===== src/rtl/peripheral_arbiter_axi4.sv =====
`default_nettype none
// ============================================================================
// Module   : peripheral_arbiter_axi4
// Purpose  : Round-robin arbiter sharing one AXI4 slave port among
//            NUM_MASTERS upstream masters. Write (AW/W/B) and read (AR/R)
//            paths are arbitrated independently, one outstanding transaction
//            per path, locked to the granted master until the final response.
// Ports    : aclk/aresetn          clock, async active-low reset
//            s_aw_*/s_w_*/s_b_*    master-side write channels (NM slices)
//            s_ar_*/s_r_*          master-side read channels (NM slices)
//            m_aw_*/m_w_*/m_b_*    slave-side write channels
//            m_ar_*/m_r_*          slave-side read channels
//            wr_grant/rd_grant     registered one-hot grants, zero when idle
// Revision : 1.0 - initial release
// ============================================================================
module peripheral_arbiter_axi4 #(
  parameter int NUM_MASTERS = 2
) (
  input  logic                      aclk,
  input  logic                      aresetn,
  input  logic [NUM_MASTERS*54-1:0] s_aw_pld,
  input  logic [NUM_MASTERS-1:0]    s_awvalid,
  output logic [NUM_MASTERS-1:0]    s_awready,
  input  logic [NUM_MASTERS*41-1:0] s_w_pld,
  input  logic [NUM_MASTERS-1:0]    s_wvalid,
  output logic [NUM_MASTERS-1:0]    s_wready,
  output logic [5:0]                s_b_pld,
  output logic [NUM_MASTERS-1:0]    s_bvalid,
  input  logic [NUM_MASTERS-1:0]    s_bready,
  input  logic [NUM_MASTERS*52-1:0] s_ar_pld,
  input  logic [NUM_MASTERS-1:0]    s_arvalid,
  output logic [NUM_MASTERS-1:0]    s_arready,
  output logic [38:0]               s_r_pld,
  output logic [NUM_MASTERS-1:0]    s_rvalid,
  input  logic [NUM_MASTERS-1:0]    s_rready,
  output logic [53:0]               m_aw_pld,
  output logic                      m_awvalid,
  input  logic                      m_awready,
  output logic [40:0]               m_w_pld,
  output logic                      m_wvalid,
  input  logic                      m_wready,
  input  logic [5:0]                m_b_pld,
  input  logic                      m_bvalid,
  output logic                      m_bready,
  output logic [51:0]               m_ar_pld,
  output logic                      m_arvalid,
  input  logic                      m_arready,
  input  logic [38:0]               m_r_pld,
  input  logic                      m_rvalid,
  output logic                      m_rready,
  output logic [NUM_MASTERS-1:0]    wr_grant,
  output logic [NUM_MASTERS-1:0]    rd_grant
);

  localparam int NM   = NUM_MASTERS;
  localparam int IDXW = $clog2(NUM_MASTERS);
  localparam int AW_W = 54;
  localparam int W_W  = 41;
  localparam int AR_W = 52;

  localparam logic [1:0] WIDLE = 2'd0;
  localparam logic [1:0] WADDR = 2'd1;
  localparam logic [1:0] WDATA = 2'd2;
  localparam logic [1:0] WRESP = 2'd3;

  localparam logic [1:0] RIDLE = 2'd0;
  localparam logic [1:0] RADDR = 2'd1;
  localparam logic [1:0] RDATA = 2'd2;

  localparam logic [IDXW-1:0] PTR_RST = IDXW'(NUM_MASTERS - 1);
  localparam logic [NM-1:0]   ONE     = {{(NM-1){1'b0}}, 1'b1};

  // Rank every requester by its distance after the last granted index;
  // distance 0 is last+1, so the lowest distance wins.
  function automatic logic [IDXW-1:0] rr_pick(input logic [NM-1:0] req,
                                               input logic [IDXW-1:0] last);
    logic [IDXW-1:0] pick;
    int              best_d;
    int              d;
    pick   = last;
    best_d = NM;
    for (int i = 0; i < NM; i++) begin
      d = (i + NM - 1 - int'(last)) % NM;
      if (req[i] && (d < best_d)) begin
        best_d = d;
        pick   = IDXW'(i);
      end
    end
    return pick;
  endfunction

  logic [1:0]      wr_state_q, wr_state_d;
  logic [NM-1:0]   wr_grant_q, wr_grant_d;
  logic [IDXW-1:0] wr_ptr_q,   wr_ptr_d;
  logic [1:0]      rd_state_q, rd_state_d;
  logic [NM-1:0]   rd_grant_q, rd_grant_d;
  logic [IDXW-1:0] rd_ptr_q,   rd_ptr_d;

  assign wr_grant = wr_grant_q;
  assign rd_grant = rd_grant_q;

  // Channel muxes are gated by both grant and state, so every output is
  // zero whenever the path is idle or the channel is not the active one.
  always_comb begin
    m_aw_pld  = '0;
    m_awvalid = 1'b0;
    s_awready = '0;
    m_w_pld   = '0;
    m_wvalid  = 1'b0;
    s_wready  = '0;
    s_b_pld   = '0;
    s_bvalid  = '0;
    m_bready  = 1'b0;
    for (int i = 0; i < NM; i++) begin
      if (wr_grant_q[i]) begin
        if (wr_state_q == WADDR) begin
          m_aw_pld     = s_aw_pld[i*AW_W +: AW_W];
          m_awvalid    = s_awvalid[i];
          s_awready[i] = m_awready;
        end
        if (wr_state_q == WDATA) begin
          m_w_pld     = s_w_pld[i*W_W +: W_W];
          m_wvalid    = s_wvalid[i];
          s_wready[i] = m_wready;
        end
        if (wr_state_q == WRESP) begin
          s_b_pld     = m_b_pld;
          s_bvalid[i] = m_bvalid;
          m_bready    = s_bready[i];
        end
      end
    end
  end

  always_comb begin
    m_ar_pld  = '0;
    m_arvalid = 1'b0;
    s_arready = '0;
    s_r_pld   = '0;
    s_rvalid  = '0;
    m_rready  = 1'b0;
    for (int i = 0; i < NM; i++) begin
      if (rd_grant_q[i]) begin
        if (rd_state_q == RADDR) begin
          m_ar_pld     = s_ar_pld[i*AR_W +: AR_W];
          m_arvalid    = s_arvalid[i];
          s_arready[i] = m_arready;
        end
        if (rd_state_q == RDATA) begin
          s_r_pld     = m_r_pld;
          s_rvalid[i] = m_rvalid;
          m_rready    = s_rready[i];
        end
      end
    end
  end

  always_comb begin
    wr_state_d = wr_state_q;
    wr_grant_d = wr_grant_q;
    wr_ptr_d   = wr_ptr_q;
    case (wr_state_q)
      WIDLE: begin
        if (|s_awvalid) begin
          wr_ptr_d   = rr_pick(s_awvalid, wr_ptr_q);
          wr_grant_d = ONE << wr_ptr_d;
          wr_state_d = WADDR;
        end
      end
      WADDR: if (m_awvalid && m_awready) wr_state_d = WDATA;
      // Beat count is not tracked: only a last=1 handshake ends the burst.
      WDATA: if (m_wvalid && m_wready && m_w_pld[0]) wr_state_d = WRESP;
      WRESP: begin
        if (m_bvalid && m_bready) begin
          wr_grant_d = '0;
          wr_state_d = WIDLE;
        end
      end
      default: begin
        wr_grant_d = '0;
        wr_state_d = WIDLE;
      end
    endcase
  end

  always_comb begin
    rd_state_d = rd_state_q;
    rd_grant_d = rd_grant_q;
    rd_ptr_d   = rd_ptr_q;
    case (rd_state_q)
      RIDLE: begin
        if (|s_arvalid) begin
          rd_ptr_d   = rr_pick(s_arvalid, rd_ptr_q);
          rd_grant_d = ONE << rd_ptr_d;
          rd_state_d = RADDR;
        end
      end
      RADDR: if (m_arvalid && m_arready) rd_state_d = RDATA;
      RDATA: begin
        if (m_rvalid && m_rready && m_r_pld[0]) begin
          rd_grant_d = '0;
          rd_state_d = RIDLE;
        end
      end
      default: begin
        rd_grant_d = '0;
        rd_state_d = RIDLE;
      end
    endcase
  end

  always_ff @(posedge aclk or negedge aresetn) begin
    if (!aresetn) begin
      wr_state_q <= WIDLE;
      wr_grant_q <= '0;
      wr_ptr_q   <= PTR_RST;
      rd_state_q <= RIDLE;
      rd_grant_q <= '0;
      rd_ptr_q   <= PTR_RST;
    end else begin
      wr_state_q <= wr_state_d;
      wr_grant_q <= wr_grant_d;
      wr_ptr_q   <= wr_ptr_d;
      rd_state_q <= rd_state_d;
      rd_grant_q <= rd_grant_d;
      rd_ptr_q   <= rd_ptr_d;
    end
  end

endmodule
`default_nettype wire


===== config.mk =====
export PLATFORM = sky130hd
export DESIGN_NAME = peripheral_arbiter_axi4
export DESIGN_NICKNAME = d
export VERILOG_FILES = /design/src/rtl/peripheral_arbiter_axi4.sv
export SDC_FILE = /design/constraint.sdc
export NUM_CORES = 1
export LEC_CHECK = 0
export CELL_PAD_IN_SITES_DETAIL_PLACEMENT = 1
export CELL_PAD_IN_SITES_GLOBAL_PLACEMENT = 2
export CORE_AREA = 2 2 221 223
export DETAILED_ROUTE_END_ITERATION = 8
export DIE_AREA = 0 0 223 225
export PLACE_DENSITY = 0.8
export SYNTH_ARGS = -nofsm -noshare
export SYNTH_HDL_FRONTEND = slang
export SYNTH_SLANG_ARGS = --single-unit

===== constraint.sdc =====
create_clock -name aclk -period 3.08 [get_ports aclk]
set_input_delay 0.616 -clock aclk [delete_from_list [all_inputs] [get_ports aclk]]
set_output_delay 0.616 -clock aclk [all_outputs]
set_load 0.02 [all_outputs]

# Word-level counts from Yosys, hierarchy flattened
# Cells that the tools add are included.
# totals
register_bits,10
inputBits,356
output_inout_bits,211
# classes
magnitude_cmp,4
muxes,82
bitwise,5
eq_ne,12
n_reduce_logical,22
shift,2
n_addsub,4
# ops
operator,count
54-bit 2-to-1 mux,4
52-bit 2-to-1 mux,4
32-bit 2-to-1 mux,6
41-bit 2-to-1 mux,4
39-bit 2-to-1 mux,4
2-bit by 32-bit < comparator with 1-bit output,2
1-bit 2-to-1 mux,43
6-bit 2-to-1 mux,4
2-bit 2-to-1 mux,9
2-bit case mux with 3 select lines,2
1-bit logical AND,11
2-bit by 1-bit inequality test with 1-bit output (second input constant),5
3-bit AND reduction,3
2-bit case mux with 4 select lines,1
2-bit equality test (second input constant),3
2-bit by 3-bit < comparator with 1-bit output (second input constant),2
2-bit by 1-bit subtractor with 3-bit output (first input constant),2
1-bit AND,4
2-bit by 1-bit equality test with 1-bit output (second input constant),2
2-bit logical NOT,2
2-bit inequality test (second input constant),2
2-bit case mux with 2 select lines,1
2-bit AND reduction,2
4-bit AND reduction,1
5 further kinds,8

# Depth between registers and ports, before layout
# Gate-level depths: netlist of run 1.
# depth
ltp_word,15
ltp_mapped,7
depth_no_buf,6

# Least setup slack after synthesis of run 1
# Ideal clock, no wire load.
# synth_timing
path_type,register to output
startpoint,reg wr_grant_q[1] (netlist: wr_grant[1])
endpoint,out m_w_pld[10]
t_arrival_ns,1.563
setup_slack_ns,0.901
t_required_ns,2.464
path_stages_with_launch,7
cell_sequence,dfrtp_1 > clkbuf_1 > nor2_1 > buf_4 > buf_4 > a22oi_1 > nor2_1
# synth_via
elab_chain_cells,1
# synth_rtl
element,line_no,source
from (decl),93,"logic [NM-1:0] wr_grant_q, wr_grant_d;"
from (signal assigned),222,wr_grant_q <= wr_grant_d;
41-bit 2-to-1 mux,115,if (wr_grant_q[i]) begin
to (decl),39,"output logic [40:0] m_w_pld,"
# No other way between the ends.

# Final worst setup path of run 1
# layout_timing
startpoint,reg rd_grant_q[0] (netlist: rd_grant[0])
endpoint,out m_ar_pld[22]
# layout_via
elab_chain_cells,3
# layout_rtl
element,line_no,source
from (decl),96,"logic [NM-1:0] rd_grant_q, rd_grant_d;"
from (signal assigned),225,rd_grant_q <= rd_grant_d;
52-bit 2-to-1 mux (*),143,if (rd_grant_q[i]) begin
52-bit 2-to-1 mux,144,if (rd_state_q == RADDR) begin
52-bit 2-to-1 mux (*),143,
to (decl),45,"output logic [51:0] m_ar_pld,"
# Mark *: on every way between the ends. The rest lies on a longest branch, timed or not.

==> summary.txt, run 1 <==
Timing
  – FMAX: 345 MHz
  – Slew Viols, Final: 0
  – Final setup fails: 0
  – RSZ-0062 raised after global routing: false
  – Period utilisation layout: 94.1%
  – Worst-Margin Slew: 617 ps
  – Clock Skew: 0.568 ps
  – Setup TNS Final: 0 ps
  – Fin crit period: 2900 ps
  – Final hold violation count: 0
  – Max transition margin: 58.7%

Routing
  – Drt first pass iters: 7
  – Drt total wl: 30.7 mm
  – DRT iter0 DRCs: 251
  – Via count: 6036
  – Vias per inst: 3.70
  – Routed length per instance: 18.8 microns
  – DR DRC count: 0
  – Antenna-violating nets left: 0

Cells and area
  – Syn-to-layout area delta: 207%
  – Fill count: 5696
  – Fin nets: 1377
  – Share of cells above drive strength 1: 4.53%
  – Final core occ: 20.2%

Yosys
  – XOR/XNOR Fraction of Synth Area: 0%
  – Simple-gate portion of the synthesized area: 37.9%
  – Register area share after synthesis: 8.09%
  – Largest cells by area after synthesis: a22oi_1, nor2_1, nor2b_1, and2_1, dfrtp_1
  – Area of the mapped netlist: 3120 sq um
  – Compound-Gate Fraction of Synth Area: 42.5%
  – Syn. warnings: 0
  – Most frequent cell after synthesis: a22oi_1
  – Post-synth top cells: a22oi_1, nor2_1, nor2b_1, and2_1, clkbuf_1
  – Post-synth top flop: dfrtp_1
  – Avg Cell Area, Syn: 6.42 sq um
  – Share of the synthesized area in the top cell type: 36.3%
  – Synth Net Count: 847
  – Synth Register Bits: 10
  – Post-synth EDFFs: 0
  – Ys async rst share: 100%
  – Post-Synthesis Cells: 487
  – Adder-Cell Fraction of Synth Area: 1.60%
  – Mux contribution to synthesized area: 1.12%
  – Cell accounting for the most synthesized area: a22oi_1
  – Distinct cells, synth: 40
  – Largest family of logic cells by synthesized area: compound AO/OA/AOI/OAI gates

Floorplanning
  – Die Height: 225 microns
  – Core area: 47500 sq um
  – IO Pins: 567
  – Initial Util: 6.57%
  – Die width: 223 microns
  – Num rows: 80
  – Die Footprint: 50200 sq um

GRT
  – Total track usage: 11.3%
  – Antenna violations before repair: 14
  – Vias in the first global route: 6320
  – Global route overflow: 0
  – First-pass GRT wire length: 41.7 mm
  – Pin count of the biggest net entering global routing: 77

Power
  – Clock power frac: 7.7%
  – Internal Power: 0.00164 W
  – VDD IR max: 0.459 mV
  – Combinational fraction of design power: 84.8%
  – PwrDens: 324 nW/um^2
  – Psw: 0.00147 W
  – Fraction of power consumed by sequential logic: 7.5%
  – Pleak: 3.16 nW
  – Net Sw Frac: 47.3%

Clock network
  – H-Tree Depth: 1
  – Clk sinks: 10
  – Root Driver: clkbuf_16
  – Post_cts resized: 0
  – CTS Buffer Depth: 2
  – Postcts setup bufs: 0
  – Register clock-pin slew on the reported worst setup and hold paths: 40 ps
  – Clock latency on the worst-skew pair: 240 ps
  – CTS tree: built
  – Hold Buf Count CTS: 0
  – CTS buffer count: 3

Min path
  – Hold Crit Class: register to register
  – Min-Delay Endpoint: rd_ptr_q
  – Min-delay src: rd_ptr_q
  – Hold Path Depth: 2

Placement
  – Hpwl dp: 26.8 mm
  – Number of port buffers: 566
  – GPL Wtd Cong: 0.789

Job
  – Max-cap violations: 0

Worst setup path
  – CP max FO: 47
  – WP data required: 2460 ps
  – Reg2Reg Launch Point: wr_grant[1]
  – Flop-to-flop setup slack: 1080 ps
  – Reg2reg end: wr_state_q[1]
  – WS Path Type: register to primary output
  – CP arrival: 2280 ps
  – FF-to-FF path depth: 5
  – CP startpoint kind: register
  – Crit end category: primary output

Status
  – Status: completed
## through the flow
stage	hold WS, ps	instance area [sq um]	power (W)	setup slack [ps]	std cells
3_3_place_gp	490	9510	0.00288	331	1627
6_report	509	9600	0.00311	182	1633
4_1_cts	511	9590	0.00315	141	1630
5_1_grt	549	9590	0.00330	57.4	1631
3_5_place_dp	505	9510	0.00289	315	1627
2_1_floorplan	320	3120	0.00139	901	487
## logic make-up after synthesis
| group | Yosys count |
|---|---|
| compound gates | 177 |
| fa+ha+maj | 4 |
| buf+inv | 62 |
| flops | 10 |
| mux | 3 |
| simple gates | 231 |
## placed cells by master (no fill, tap or decap), types with 2 or more instances in the layout
cell type          n
buf_4             19
a31oi_1            3
nor2b_1           58
a21boi_1           2
dfstp_2            2
ha_1               4
nand3_1            2
clkbuf_16          3
dfrtp_1            6
a21oi_1            4
diode_2            3
mux2i_1            2
and3_2             3
o21bai_1           2
o21ai_0            2
clkdlybuf4s50_1  554
nand2_1            7
inv_1              4
o21a_1             3
a22oi_1          151
buf_12             8
and2_1            45
and3_1             7
o2bb2ai_1          2
o22ai_1            2
nor2_1           100
## worst max path at each step
stage / startpoint / end / slack [ps] / cells after the start
after global routing: rd_grant[0] / m_ar_pld[43] / 60 / 5
after detailed placement: s_awvalid[0] / m_awvalid / 310 / 4
after floorplan: wr_grant[1] / m_w_pld[10] / 900 / 6
final: rd_grant[0] / m_ar_pld[22] / 180 / 5
after CTS: rd_grant[0] / m_ar_pld[43] / 140 / 5
after global placement: s_awvalid[1] / m_awvalid / 330 / 4
## routing by layer
layer  GRT usage (%)  part of all wire, %  vias up
met5               0                 0.22        -
met4            3.31                  2.1       12
met3            4.15                  9.6       40
met2            22.4                   54      376
met1            10.9                   34     2784
li1                -                    -     2824
## area by class of cell
type / instances / area, sq um / area share [%]
antenna: 3 / 7.51 / 0.0782
sequential: 10 / 258 / 2.69
multi-input combinational: 415 / 2620 / 27.3
inverter: 6 / 22.5 / 0.235
timing repair buffer: 581 / 5850 / 60.9
clock buffer: 3 / 75.1 / 0.782
tap: 615 / 769 / 8.02
## state kept, by name (all words and copies together) (netlist names)
signal,cells
wr_grant,2
wr_ptr_q,1
wr_state_q,2
rd_ptr_q,1
rd_state_q,2
rd_grant,2
## worst max-delay path, cell delays in order (launching register included)
cell and delay, ps:
dfrtp_1 480, nor2b_4 380, buf_12 270, a22oi_1 160, nor2_1 130, clkdlybuf4s50_1 620
## power by group through the flow
stage,sequential [W],clock (W),combinational [W]
after global placement,0.000234,0,0.00264
after detailed placement,0.000234,0,0.00265
after CTS,0.000233,0.000248,0.00267
after floorplan,0.000211,0,0.00118
final,0.000233,0.000239,0.00264
after global routing,0.000239,0.000254,0.00281
Note: power is estimated with default switching activity, not from simulation.
==> inputs of run 2 (changes only) <==
Settings changed: CAP_MARGIN set to 20, MAX_ROUTING_LAYER set to met4.
==> run 2 against run 1 <==
- sequential power about the same
- clock power hardly changed
- non-clock buffer count stayed put
- count of clock-buffer cells in the layout is the same
- sequential share of layout area about the same
- global-route usage grew 0.34 points
- combinational power is essentially flat
- worst setup slack better by 4.2 ps
- worst hold slack hardly changed
- largest power group unchanged
==> summary.txt, run 2 (same netlist as run 1, synthesis figures left out) <==
Routing
  – Drt total wl: 30.6 mm (-0.31%)
  – Via count: 6012 (-0.40%)
  – Drt first pass iters: 6 (-1)
  – Routed length per instance: 18.7 microns (-0.56%)
  – DR DRC count: 0 (unchanged)
  – Vias per inst: 3.67 (-0.64%)
  – Antenna-violating nets left: 0 (unchanged)
  – DRT iter0 DRCs: 251 (unchanged)

Clock network
  – H-Tree Depth: 1 (unchanged)
  – Clock latency on the worst-skew pair: 240 ps (about the same)
  – CTS Buffer Depth: 2 (unchanged)
  – Clk sinks: 10 (unchanged)
  – Root Driver: clkbuf_16
  – Hold Buf Count CTS: 0 (unchanged)
  – CTS tree: built
  – CTS buffer count: 3 (unchanged)
  – Postcts setup bufs: 0 (unchanged)
  – Register clock-pin slew on the reported worst setup and hold paths: 40 ps (about the same)
  – Post_cts resized: 0 (unchanged)

Timing
  – Fin crit period: 2890 ps (-4.16 ps)
  – Max transition margin: 59.3% (+0.60 points)
  – Final setup fails: 0 (unchanged)
  – Clock Skew: 0.344 ps (-0.225 ps)
  – Period utilisation layout: 94.0% (-0.14 points)
  – Slew Viols, Final: 0 (unchanged)
  – FMAX: 346 MHz (+0.14%)
  – Setup TNS Final: 0 ps (unchanged)
  – Final hold violation count: 0 (unchanged)
  – RSZ-0062 raised after global routing: false
  – Worst-Margin Slew: 608 ps (-8.91 ps)

Floorplanning
  – Initial Util: 6.57% (unchanged)
  – Core area: 47500 sq um (unchanged)
  – Die Footprint: 50200 sq um (unchanged)
  – Die width: 223 microns (unchanged)
  – IO Pins: 567 (unchanged)
  – Die Height: 225 microns (unchanged)
  – Num rows: 80 (unchanged)

Cells and area
  – Most frequent cells in the layout: clkdlybuf4s50_1, a22oi_1, nor2_1
  – Syn-to-layout area delta: 207%
  – Fin nets: 1377 (unchanged)
  – Commonest non-fill, non-tap cell in the layout: clkdlybuf4s50_1
  – Fill count: 5697 (+0.018%)
  – Finished Cell Area: 9610 sq um (+0.10%)
  – Share of cells above drive strength 1: 4.53% (unchanged)

Placement
  – Hpwl dp: 26.8 mm (unchanged)
  – Number of port buffers: 566 (unchanged)
  – Placed inst area: 9510 sq um (unchanged)
  – GPL Wtd Cong: 0.801 (+1.4%)

GRT
  – Vias in the first global route: 6346 (+0.41%)
  – Global route overflow: 0 (unchanged)
  – Antenna violations before repair: 14 (unchanged)
  – First-pass GRT wire length: 41.6 mm (-0.13%)
  – Total track usage: 11.7% (+0.34 points)
  – Pin count of the biggest net entering global routing: 77 (unchanged)

Power
  – Pleak: 3.16 nW (about the same)
  – Internal Power: 0.00164 W (about the same)
  – Clock power frac: 7.7% (about the same)
  – Fraction of power consumed by sequential logic: 7.4% (about the same)
  – Net Sw Frac: 47.2% (about the same)
  – VDD IR max: 0.459 mV (+0.12%)
  – Psw: 0.00147 W (about the same)
  – PwrDens: 324 nW/um^2 (-0.12%)
  – Combinational fraction of design power: 84.8% (about the same)
  – Tot Pwr: 0.00311 W (about the same)

Worst setup path
  – Crit end category: primary output
  – Reg2Reg Launch Point: wr_grant[1]
  – WS Path Type: register to primary output
  – CP startpoint kind: register
  – FF-to-FF path depth: 5 (unchanged)
  – WP data required: 2460 ps (about the same)
  – CP max FO: 47 (unchanged)
  – Worst Setup SP: rd_grant[0]
  – CP arrival: 2280 ps (about the same)

Min path
  – Hold Crit Class: register to register
  – Hold Path Depth: 2 (unchanged)
  – Min-delay src: rd_ptr_q

Status
  – Status: completed

Job
  – Max-cap violations: 0 (unchanged)
[run 2: changes by cell type in the layout (fill, tap and decap cells not counted)]
cell     before  now
diode_2       3    7
[run 2: cell type report]
| cell class | instances | area (sq um) | area share (%) |
|---|---|---|---|
| Clock buffer | 3 | 75.1 | 0.782 |
| Antenna cell | 7 | 17.5 | 0.182 |
| Inverter | 6 | 22.5 | 0.234 |
| Multi-Input combinational cell | 415 | 2620 | 27.2 |
| Sequential cell | 10 | 258 | 2.68 |
| Timing Repair Buffer | 581 | 5850 | 60.9 |
| Tap cell | 615 | 769 | 8.01 |
[run 2: metrics by stage]
stage | hold WS [ps] | utilization [%] | setup slack, ps | cells
2_1_floorplan | 320 | - | 901 | 487
3_3_place_gp | 490 | 20.0 | 331 | 1627
3_5_place_dp | 505 | 20.0 | 315 | 1627
4_1_cts | 511 | 20.2 | 141 | 1630
5_1_grt | 549 | 20.2 | 57.0 | 1636
6_report | 509 | 20.2 | 186 | 1637
[run 2: worst paths after layout]
check	endpoint	slack [ps]
max in group asynchronous	wr_grant[1]	1860
min reg2reg	rd_ptr_q	510
max	m_ar_pld[43]	190
min in group asynchronous	rd_state_q[0]	760
min	rd_ptr_q	510
max reg2reg	wr_state_q[1]	1080
[run 2: critical path, stage by stage (launching register included)]
cell and delay, ps:
dfrtp_1 480, nor2b_4 380, buf_12 260, a22oi_1 100
nor2_1 140, clkdlybuf4s50_1 640
[run 2: power by group through the flow]
stage               sequential [W]  clock [W]  combinational (W)
global placement          0.000234          0            0.00264
finish                    0.000231   0.000240            0.00264
CTS                       0.000233   0.000248            0.00267
floorplan                 0.000211          0            0.00118
detailed placement        0.000234          0            0.00265
global route              0.000239   0.000254            0.00281
[run 2: layer usage]
metal | part of all wire, % | global-route usage (%) | wire length [microns] | up-vias
met3 | 8.3 | 3.72 | 2540 | 32
met5 | 0 | - | 0 | -
li1 | - | - | - | 2832
met2 | 54 | 22.3 | 16500 | 373
met4 | 2.2 | 3.38 | 659 | 0
met1 | 36 | 11.2 | 10900 | 2775
